==> config.mk <==
export PLATFORM = sky130hd
export DESIGN_NAME = demux_4ch
export DESIGN_NICKNAME = d
export VERILOG_FILES = /design/src/rtl/demux_pkg.sv /design/src/rtl/demux_chan_fifo.sv /design/src/rtl/demux_4ch.sv
export SDC_FILE = /design/constraint.sdc
export NUM_CORES = 1
export LEC_CHECK = 0
export BUFFER_PORTS_ARGS = -buffer_cell sky130_fd_sc_hd__buf_2
export CORE_MARGIN = 2
export CORE_UTILIZATION = 51
export DETAILED_ROUTE_END_ITERATION = 10
export GPL_TIMING_DRIVEN = 0
export PLACE_DENSITY = 0.79
export SYNTH_ARGS = -nofsm -noshare
export SYNTH_HDL_FRONTEND = slang
export SYNTH_HIERARCHICAL = 1
export SYNTH_SLANG_ARGS = --single-unit
==> constraint.sdc <==
create_clock -name clk -period 2.3 [get_ports clk]
set_input_delay 0.23 -clock clk [delete_from_list [all_inputs] [get_ports clk]]
set_output_delay 0.23 -clock clk [all_outputs]
set_load 0.02 [all_outputs]
==> src/rtl/demux_pkg.sv <==
// Shared definitions for the 1-to-4 demultiplexer: channel count, select type
// and symbolic channel indices.
package demux_pkg;

    localparam int NUM_CH = 4;

    typedef logic [1:0] sel_t;

    typedef enum logic [1:0] {
        CH_A = 2'd0,
        CH_B = 2'd1,
        CH_C = 2'd2,
        CH_D = 2'd3
    } ch_e;

endpackage

==> src/rtl/demux_chan_fifo.sv <==
// Per-channel FIFO for demux_4ch: extra-MSB pointers, head data read straight
// from storage, head_valid whenever the FIFO holds at least one entry.
module demux_chan_fifo #(
    parameter int WIDTH = 2,
    parameter int DEPTH = 2
) (
    input  logic             clk,
    input  logic             reset,
    input  logic             push,
    input  logic [WIDTH-1:0] push_data,
    output logic             full,
    input  logic             pop,
    output logic [WIDTH-1:0] head_data,
    output logic             head_valid
);

    localparam int AW = $clog2(DEPTH);
    localparam int PW = AW + 1;

    logic [PW-1:0]    wr_ptr;
    logic [PW-1:0]    rd_ptr;
    logic [PW-1:0]    count;
    logic [WIDTH-1:0] mem [DEPTH];
    logic             do_push;
    logic             do_pop;

    // Pointers carry one wrap bit, so occupancy is their plain difference.
    assign count      = wr_ptr - rd_ptr;
    assign full       = (wr_ptr[AW] != rd_ptr[AW]) && (wr_ptr[AW-1:0] == rd_ptr[AW-1:0]);
    assign head_valid = (count != '0);
    assign head_data  = mem[rd_ptr[AW-1:0]];

    // A full FIFO refuses the write even when it pops in the same cycle.
    assign do_push = push && !full;
    assign do_pop  = pop && head_valid;

    always_ff @(posedge clk or negedge reset) begin
        if (!reset) begin
            wr_ptr <= '0;
            rd_ptr <= '0;
            for (int i = 0; i < DEPTH; i++) begin
                mem[i] <= '0;
            end
        end else begin
            if (do_push) begin
                mem[wr_ptr[AW-1:0]] <= push_data;
                wr_ptr              <= wr_ptr + PW'(1);
            end
            if (do_pop) begin
                rd_ptr <= rd_ptr + PW'(1);
            end
        end
    end

endmodule

==> src/rtl/demux_4ch.sv <==
// Registered 1-to-4 demultiplexer: one valid/ready stream steered by sel into
// four independently handshaked channel FIFOs (a, b, c, d).
module demux_4ch
    import demux_pkg::*;
#(
    parameter int WIDTH = 2,
    parameter int DEPTH = 2
) (
    input  logic              clk,
    input  logic              reset,
    input  logic [WIDTH-1:0]  in,
    input  sel_t              sel,
    input  logic              valid,
    output logic              ready,
    output logic [WIDTH-1:0]  a,
    output logic [WIDTH-1:0]  b,
    output logic [WIDTH-1:0]  c,
    output logic [WIDTH-1:0]  d,
    output logic [NUM_CH-1:0] out_valid,
    input  logic [NUM_CH-1:0] out_ready
);

    logic [NUM_CH-1:0] push;
    logic [NUM_CH-1:0] full;
    logic [WIDTH-1:0]  head_data [NUM_CH];

    // Handshake: a beat transfers on any rising edge where valid && ready, on
    // the input and on every output channel alike; a producer holding valid
    // while ready is low keeps its data (and sel) stable until the transfer.
    // ready depends only on registered fullness, never on out_ready.
    assign ready = !full[sel];

    for (genvar k = 0; k < NUM_CH; k++) begin : g_chan
        assign push[k] = valid && ready && (sel == sel_t'(k));

        demux_chan_fifo #(
            .WIDTH (WIDTH),
            .DEPTH (DEPTH)
        ) u_fifo (
            .clk        (clk),
            .reset      (reset),
            .push       (push[k]),
            .push_data  (in),
            .full       (full[k]),
            .pop        (out_ready[k]),
            .head_data  (head_data[k]),
            .head_valid (out_valid[k])
        );
    end

    assign a = head_data[CH_A];
    assign b = head_data[CH_B];
    assign c = head_data[CH_C];
    assign d = head_data[CH_D];

endmodule

==> impl_metrics.tcl, run 1 <==
set metrics [dict create \
    hold_violations 0 \
    cts_made_buffers 5 \
    powerDensity_mw_per_mm2 1740 \
    grt_max_degree 33 \
    path_cells "inv_1 > ha_4 > and2_2 > mux4_2 > inv_1 > buf_2" \
    critPathLaunch "g_chan[2].u_fifo/wr_ptr[0]" \
    worstRegToRegCells 6 \
    vias 1127 \
    cts_root_buf "clkbuf_4" \
    die_x_um 62.8 \
    critPathKind "flop to output pin" \
    grt_usage_pct 18.3 \
    cts.sinks 32 \
    final_common_cell "dfrtp_1" \
    gp_congestion 0.708 \
    path_depth 6 \
    final_antenna_net_count 0 \
    cts_setup_buffers 0 \
    path_delay_family "multiplexers" \
    cts_tree "built" \
    fin_crit_ns 2.19 \
    relSlewSlack_pct 53.7 \
    diodes 0 \
    yosysWarningCount 6 \
    r2r_start "g_chan[3].u_fifo/rd_ptr[0]" \
    syn-num-nets 158 \
    vias_per_cell 5.12 \
    grt_pass1_vias 1245 \
    critPathMaxFanout 7 \
    first_pass_iters 4 \
    start_util_pct 52.8 \
    io_pins 24 \
    ys_ff_latch 32 \
    worstMarginPinSlew_ns 0.695 \
    worstPathRequired_ns 2.07 \
    rsz0062_at_grt "no" \
    wl_um 3050 \
    max_freq_mhz 456 \
    clkLatencyLatePin_ns 0.32 \
    drt_iter0_drc 36 \
    area_delta_synth_final_pct 17.8 \
    layout_common_cells "31 x dfrtp_1, 28 x mux2_2, 23 x buf_2" \
    setup_viol 0 \
    coreArea_mm2 0.00334 \
    die_h_um 62.8 \
    period_share_pct 95.3 \
    leakagePower_uw 0.000920 \
    synthesis.area_mm2 0.00176 \
    antenna_found_initial 0 \
    cap_violations 0 \
    syn_inst 143 \
    cpMaxStageDelayCell "mux4_2" \
    drc 0 \
    synth.avg_cell_area_um2 12.3 \
    ir_worst_vdd_uv 817 \
    die_area_mm2 0.00394 \
    hpwlAfterDp_um 2330 \
    critPathMostFrequentCell "inv_1" \
    rrSetupSlack_ns 0.18 \
    final_nets 189 \
    htreeDepth 2 \
    drive_gt1_share_pct 44.8 \
    worst_setup_path_start_kind "flop" \
    rows 21 \
    dpl.cell_count 212 \
    crit_path_max_incr_delay_ns 0.46 \
    finClkSkew_ns 0.00333 \
    wl_per_cell_um 13.9 \
    cp-endpoint "ready" \
    ys_seq_area_share_pct 45.5 \
    overflow 0 \
    r2r-end "g_chan[3].u_fifo/mem[1]" \
    worstPathArrival_ns 1.96 \
    yosysUniqueCellTypes 19 \
    clk_path_buf_depth 2 \
    final_cells 220 \
    status "completed" \
    worstHoldPathType "primary input to flop" \
    final_max_slew_viol_count 0 \
    grt_pass1_wl_um 5500 \
    path_buf_inv 3 \
    portBuffers 23 \
    fin_util_pct 62.1 \
    worst_setup_path_end_kind "output pin" \
    path_clk_slew_ns 0.10 \
]
==> metal layers <==
metal	routed length, um	track usage [%]
met1	1280	20.4
met2	1610	33.1
met3	114	5.41
met4	49	6.67
met5	0	0
==> synthesized netlist by cell type <==
cell      number  area share [%]
inv_1          5             1.1
nor3b_1        1            0.43
a21oi_1        8             2.3
and2_2         4             1.7
and4bb_2       1            0.71
nand2b_1       4             1.4
a21boi_0       4             1.7
a21boi_2       4             2.6
dfrtp_1       32              45
xor2_1        12             6.0
nor3_1         1            0.28
ha_1           4             2.8
mux2_2        28              18
o21ai_0        4             1.1
nor4b_1        1            0.50
xnor3_1        4             5.1
nand2_1       17             3.6
mux4_2         1             1.3
xnor2_1        8             4.0
==> tightest hold or removal path, cell delays in order <==
cell,delay (ns)
buf_2,0.11
nand2_1,0.07
o21ai_0,0.07
==> worst min path at each step <==
stage	start	endpoint	slack (ns)	depth (start not counted)
after floorplan	reset	g_chan[0].u_fifo/mem[0]	-0.07	0
after global placement	reset	g_chan[0].u_fifo/rd_ptr[1]	0.31	1
after detailed placement	reset	g_chan[0].u_fifo/rd_ptr[0]	0.32	1
after CTS	out_ready[1]	g_chan[1].u_fifo/rd_ptr[1]	0.17	3
after global routing	out_ready[1]	g_chan[1].u_fifo/rd_ptr[1]	0.19	3
final	out_ready[1]	g_chan[1].u_fifo/rd_ptr[1]	0.18	3
==> cell families (layout without fill, tap and decap cells) <==
kind of cell / count (synthesis) / after routing / share of synthesized area, %
adder cells (fa/ha/maj): 4 / 4 / 2.84
XOR/XNOR: 24 / 24 / 15.1
flip-flops: 32 / 32 / 45.5
AO/OA/AOI/OAI: 20 / 20 / 7.68
AND/OR/NAND/NOR: 29 / 29 / 8.67
buffers and inverters: 5 / 36 / 1.07
multiplexers: 29 / 29 / 19.2
==> area by class of cell <==
type	count	area (um2)
flip-flops and latches	32	802
well taps	46	57.6
clock buffers	7	65.1
inverters	5	18.8
multi-input cells	106	1000
repair buffers	24	125
fillers	283	1260
==> where the power goes <==
group,switching (uW),leakage [uW],internal [uW]
clock network,182,0.0000374,173
logic,1010,0.000499,1110
registers,275,0.000383,853
==> flip-flops by register name (all words and copies together), names as in the netlist <==
signal                cells
g_chan.u_fifo/rd_ptr      8
g_chan.u_fifo/wr_ptr      8
g_chan.u_fifo/mem        16
==> metrics by stage <==
| step | total power, uW | cell area, um2 | setup TNS, ns | setup WS [ns] | hold slack [ns] |
|---|---|---|---|---|---|
| 2_1_floorplan | 2640 | 1760 | 0 | 0.133 | -0.0656 |
| 3_3_place_gp | 3000 | 1930 | -0.183 | -0.0927 | 0.306 |
| 3_5_place_dp | 3110 | 1930 | -0.346 | -0.123 | 0.317 |
| 4_1_cts | 3510 | 2020 | 0 | 0.000183 | 0.175 |
| 5_1_grt | 3920 | 2070 | 0 | 0.00315 | 0.189 |
| 6_report | 3600 | 2070 | 0 | 0.107 | 0.181 |
==> timing repair <==
action / 4_1_cts / 5_1_grt
hold endpoints to repair: 32 / 0
endpoints found under the setup margin: 5 / 11
gates resized for setup: 5 / 9
pin swaps: 0 / 0
hold buffers: 1 / 0
No activity file was read; power rests on OpenSTA's default activity.
==> run 2, diff against run 1 <==
--- a/config.mk
+++ b/config.mk
@@ -6,11 +6,12 @@
 export NUM_CORES = 1
 export LEC_CHECK = 0
 export BUFFER_PORTS_ARGS = -buffer_cell sky130_fd_sc_hd__buf_2
-export CORE_MARGIN = 2
+export CORE_MARGIN = 4
 export CORE_UTILIZATION = 51
 export DETAILED_ROUTE_END_ITERATION = 10
 export GPL_TIMING_DRIVEN = 0
 export PLACE_DENSITY = 0.79
+export RECOVER_POWER = 100
 export SYNTH_ARGS = -nofsm -noshare
 export SYNTH_HDL_FRONTEND = slang
 export SYNTH_HIERARCHICAL = 1
==> run 2 against run 1 <==
  * Register-to-register slack worse by 0.04 ns
  * Final cell count is 0.91% higher
  * Combinational power is 3% lower
  * Sequential power hardly changed
  * Die area is 13% higher
  * Total power is 2.5% lower
  * Critical path depth stayed put
  * Sequential share of layout area is 0.25 points higher
  * Clock-buffer cell count is 1 higher
  * Critical endpoint unchanged
  * Largest cell class unchanged
  * Highest routed layer unchanged
==> impl_metrics.tcl, run 2 (synthesized netlist as in run 1, its figures left out) <==
set metrics [dict create \
    final_max_slew_viol_count 0 \
    drc 0 \
    fin_util_pct 61.6 \
    io_pins 24 \
    holdCritStartpoint "out_ready[3]" \
    htreeDepth 2 \
    finalPower_uw 3520 \
    leakagePower_uw 0.000891 \
    hold_path_end "g_chan[3].u_fifo/rd_ptr[1]" \
    largest_reg_flops 16 \
    largest-register "g_chan.u_fifo/mem" \
    cap_violations 0 \
    worstPathArrival_ns 1.96 \
    r2r-end "g_chan[3].u_fifo/mem[0]" \
    first_pass_iters 4 \
    fin_ws_ns 0.105 \
    period_share_pct 95.4 \
    finClkSkew_ns 0.0113 \
    overflow 0 \
    die_area_mm2 0.00446 \
    gp_congestion 0.767 \
    cts_root_buf "clkbuf_4" \
    worstMarginPinSlew_ns 0.716 \
    status "completed" \
    r2r_start "g_chan[3].u_fifo/wr_ptr[0]" \
    clkLatencyLatePin_ns 0.32 \
    vias_per_cell 5.17 \
    coreArea_mm2 0.00334 \
    final_cells 222 \
    nFillCells 307 \
    worst_setup_path_start_kind "flop" \
    layout_common_cells "32 x dfrtp_1, 28 x mux2_2, 17 x nand2_1" \
    worstHoldPathType "primary input to flop" \
    hold_depth 3 \
    ir_worst_vdd_uv 890 \
    start_util_pct 52.8 \
    drive_gt1_share_pct 34.1 \
    cts_tree "built" \
    pre_cts_ws_ns -0.154 \
    hold_violations 0 \
    rrSetupSlack_ns 0.14 \
    final_nets 190 \
    rsz0062_at_grt "no" \
    top_regs "g_chan.u_fifo/mem: 16 flops, g_chan.u_fifo/rd_ptr: 8 flops, g_chan.u_fifo/wr_ptr: 8 flops" \
    grt_usage_pct 15.9 \
    dpl.cell_count 212 \
    fin_crit_ns 2.19 \
    antenna_found_initial 0 \
    rows 21 \
    critPathKind "flop to output pin" \
    cts_made_buffers 5 \
    grt_pass1_wl_um 5200 \
    max_freq_mhz 456 \
    worstRegToRegCells 7 \
    diodes 0 \
    relSlewSlack_pct 52.3 \
    grt_pass1_vias 1158 \
    worst_setup_path_end_kind "output pin" \
    cts.sinks 32 \
    portBuffers 23 \
    wl_per_cell_um 14.4 \
    die_x_um 66.8 \
    vias 1148 \
    clk_path_buf_depth 2 \
    final_common_cell "dfrtp_1" \
    setup_tns_ns 0 \
    grt_max_degree 33 \
    area_delta_synth_final_pct 16.8 \
    setup_viol 0 \
    path_clk_slew_ns 0.10 \
    worstPathRequired_ns 2.07 \
    powerDensity_mw_per_mm2 1710 \
    die_h_um 66.8 \
    drt_iter0_drc 37 \
    hpwlAfterDp_um 2320 \
    wl_um 3210 \
    final_antenna_net_count 0 \
    critPathMaxFanout 7 \
]
-- run 2: cell count changes in the layout (fill, tap and decap cells not counted), moves of 2 or more --
| cell | previous run | this run |
|---|---|---|
| clkbuf_1 | 0 | 14 |
| buf_2 | 23 | 10 |
| a21boi_0 | 4 | 7 |
| a21boi_2 | 4 | 1 |
| buf_4 | 0 | 2 |
-- run 2: layout make-up --
class                      count  area [um2]  area share (%)
multi-input combinational    106        1000            48.7
sequential                    32         801            38.9
timing repair buffer          25         120            5.84
clock buffer                   8        58.8            2.86
tap                           46        57.6            2.80
inverter                       5        18.8           0.912
-- run 2: critical path, cell delays in order (launching register included) --
cell and delay, ns:
dfrtp_1 0.41, inv_1 0.15, ha_4 0.25, and2_2 0.18, mux4_2 0.44, inv_1 0.07, buf_4 0.13
-- run 2: report_power, final --
| group | internal [uW] | leakage [uW] | switching (uW) |
|---|---|---|---|
| combinational | 1050 | 0.000474 | 1000 |
| clock | 151 | 0.0000326 | 179 |
| sequential | 851 | 0.000384 | 278 |
-- run 2: how the worst max path moves through the flow --
stage	startpoint	endpoint	slack (ns)	depth (start not counted)
6_report	g_chan[1].u_fifo/wr_ptr[0]	ready	0.11	6
5_1_grt	g_chan[0].u_fifo/wr_ptr[0]	ready	0.03	6
4_1_cts	g_chan[1].u_fifo/wr_ptr[0]	ready	0.02	6
3_5_place_dp	g_chan[0].u_fifo/wr_ptr[0]	g_chan[0].u_fifo/mem[1]	-0.15	7
3_3_place_gp	g_chan[0].u_fifo/rd_ptr[0]	g_chan[0].u_fifo/mem[0]	-0.1	6
2_1_floorplan	g_chan[0].u_fifo/rd_ptr[0]	g_chan[0].u_fifo/mem[0]	0.13	6
-- run 2: stage by stage --
stage	instance area, um2	hold WS, ns
finish	2060	0.193
global route	2060	0.188
CTS	2020	0.184
detailed placement	1930	0.318
global placement	1930	0.304
floorplan	1760	-0.0656
-- run 2: metal layers --
metal	GRT usage, %	routed length [um]	share of wire [%]	up-vias
met2	27.5	1690	53	15
met1	18.5	1370	43	568
met3	4.05	101	3.2	5
met5	0	0	0	-
li1	-	-	-	560
met4	6.85	37	1.2	0
-- run 2: what timing repair did --
action / 4_1_cts / 5_1_grt
endpoints found under the setup margin: 5 / 9
hold endpoints to repair: 32 / 0
pin swaps: 0 / 0
hold buffers: 1 / 0
gates resized for setup: 6 / 10
buffers inserted: 0 / 1
==> run 3, diff against run 2 <==
--- a/config.mk
+++ b/config.mk
@@ -7,10 +7,10 @@
 export LEC_CHECK = 0
 export BUFFER_PORTS_ARGS = -buffer_cell sky130_fd_sc_hd__buf_2
 export CORE_MARGIN = 4
-export CORE_UTILIZATION = 51
+export CORE_UTILIZATION = 30
 export DETAILED_ROUTE_END_ITERATION = 10
 export GPL_TIMING_DRIVEN = 0
-export PLACE_DENSITY = 0.79
+export PLACE_DENSITY = 0.53
 export RECOVER_POWER = 100
 export SYNTH_ARGS = -nofsm -noshare
 export SYNTH_HDL_FRONTEND = slang
==> run 3 against run 2 <==
  * Critical path depth fell by 1
  * Via count unchanged
  * Total power grew 1.7%
  * Setup slack worse by 0.017 ns
  * Global-route usage fell by 4.9 points
  * Sequential power is essentially flat
  * The flow now finishes with violations (capacitance limit, slew limit)
  * Final area grew 0.91%
  * Critical endpoint unchanged
  * Combinational power shrank 2%
  * Worst hold slack improved by 0.037 ns
  * Largest cell class unchanged
  * Clock-buffer cell count unchanged
  * Final cell count up 11%
==> impl_metrics.tcl, run 3 (synthesized netlist as in run 1, its figures left out) <==
set metrics [dict create \
    met1_length_um 1500 \
    wl_per_cell_um 14.1 \
    die_x_um 84.6 \
    power.switching_uw 1490 \
    vias 1148 \
    area_delta_synth_final_pct 17.9 \
    fin_crit_ns 2.21 \
    placed_area_mm2 0.00197 \
    largest_reg_flops 16 \
    final_common_cell "dfrtp_1" \
    powerDensity_mw_per_mm2 1720 \
    overflow 0 \
    cts_root_buf "clkbuf_8" \
    wl_um 3470 \
    portBuffers 23 \
    wl_met2_um 1760 \
    cts.sinks 32 \
    critPathKind "flop to output pin" \
    rsz0062_at_grt "no" \
    final_nets 188 \
    die_area_mm2 0.00716 \
    highest_layer "met4" \
    p_comb_share_pct 56.3 \
    setup_viol 0 \
    critPathMaxFanout 7 \
    drc 0 \
    gp_congestion 0.657 \
    drive_gt1_share_pct 37.4 \
    cap_violations 1 \
    finalInstanceArea_mm2 0.00208 \
    worstPathRequired_ns 2.07 \
    clk_path_buf_depth 2 \
    cts_made_buffers 5 \
    finalPower_uw 3570 \
    clkLatencyLatePin_ns 0.28 \
    final_antenna_net_count 0 \
    max_freq_mhz 452 \
    final_max_slew_viol_count 33 \
    start_util_pct 31.4 \
    antenna_found_initial 0 \
    hold_buffers 0 \
    coreArea_mm2 0.00561 \
    cts_tree "built" \
    first_pass_iters 4 \
    vias_per_cell 4.67 \
    cts_setup_buffers 0 \
    power.internal_uw 2080 \
    leakagePower_uw 0.000892 \
    diodes 0 \
    layout_common_cells "31 x dfrtp_1, 27 x mux2_2, 17 x nand2_1" \
    violations "capacitance limit, slew limit" \
    period_share_pct 96.2 \
    worst_setup_path_start_kind "flop" \
    relSlewSlack_pct -15.8 \
    io_pins 24 \
    met3_length_um 126 \
    htreeDepth 2 \
    die_h_um 84.6 \
    top_regs "g_chan.u_fifo/mem: 16 flops, g_chan.u_fifo/rd_ptr: 8 flops, g_chan.u_fifo/wr_ptr: 8 flops" \
    grt_pass1_wl_um 6080 \
    worstPathArrival_ns 1.98 \
    rows 27 \
    worstMarginPinSlew_ns 1.74 \
    status "finished, violations left" \
    worstHoldPathType "primary input to flop" \
    power.share.switching_pct 41.8 \
    worst_setup_path_end_kind "output pin" \
    finClkSkew_ns 0.00470 \
    grt_usage_pct 10.9 \
    largest-register "g_chan.u_fifo/mem" \
    path_clk_slew_ns 0.06 \
    pwr-share-clk_pct 12.5 \
    ir_worst_vdd_uv 509 \
    cts-resized-gates 3 \
    hold_violations 0 \
    drt_iter0_drc 29 \
    seq_power_share_pct 31.2 \
    grt_pass1_vias 1288 \
    hpwlAfterDp_um 2580 \
    grt_max_degree 33 \
]
==> run 3: worst max-delay path, stage by stage, from the launching register on <==
cell and delay, ns:
dfrtp_1 0.45, ha_2 0.37, and2_2 0.21, mux4_2 0.46, inv_1 0.06, buf_2 0.16
==> run 3: per-stage QoR <==
stage / hold slack, ns / TNS, ns / setup WS (ns) / instances / util [%]
detailed placement: 0.335 / -0.428 / -0.162 / 238 / 35.1
finish: 0.230 / 0 / 0.0880 / 246 / 37.0
CTS: 0.0194 / 0 / 0.00563 / 246 / 36.9
global placement: 0.314 / -0.132 / -0.0658 / 238 / 35.1
global route: 0.226 / 0 / 0.00126 / 246 / 37.0
floorplan: -0.0656 / 0 / 0.133 / 143 / -
==> run 3: power by group through the flow <==
stage / Sequential [uW] / Clock (uW) / Combinational [uW]
after floorplan: 1050 / 0 / 1590
after global placement: 1100 / 0 / 1940
after detailed placement: 1130 / 0 / 2000
after CTS: 1120 / 463 / 2030
after global routing: 1170 / 491 / 2200
final: 1120 / 447 / 2010
==> run 3: layout make-up <==
class	instances	area, um2
sequential	32	802
inverter	5	18.8
clock buffer	8	90.1
timing repair buffer	23	101
multi-input combinational	106	973
tap	72	90.1
fill	583	3530
==> run 3: layer usage <==
metal / up-vias / track usage (%)
met5: - / 0
met4: 0 / 5.90
met3: 7 / 3.53
met2: 20 / 17.8
met1: 565 / 12.8
li1: 556 / -
==> run 3: final timing paths <==
check / start / to / cells past startpoint / slack [ns]
max in group asynchronous: reset / g_chan[1].u_fifo/rd_ptr[0] / 1 / 0.78
min in group asynchronous: reset / g_chan[1].u_fifo/wr_ptr[0] / 1 / 0.40
worst min-delay path: out_ready[3] / g_chan[3].u_fifo/rd_ptr[1] / 3 / 0.23
worst min register to register: g_chan[0].u_fifo/mem[1] / g_chan[0].u_fifo/mem[1] / 1 / 0.51
worst max register to register: g_chan[0].u_fifo/rd_ptr[0] / g_chan[0].u_fifo/mem[0] / 6 / 0.12
worst max-delay path: g_chan[3].u_fifo/rd_ptr[0] / ready / 5 / 0.09
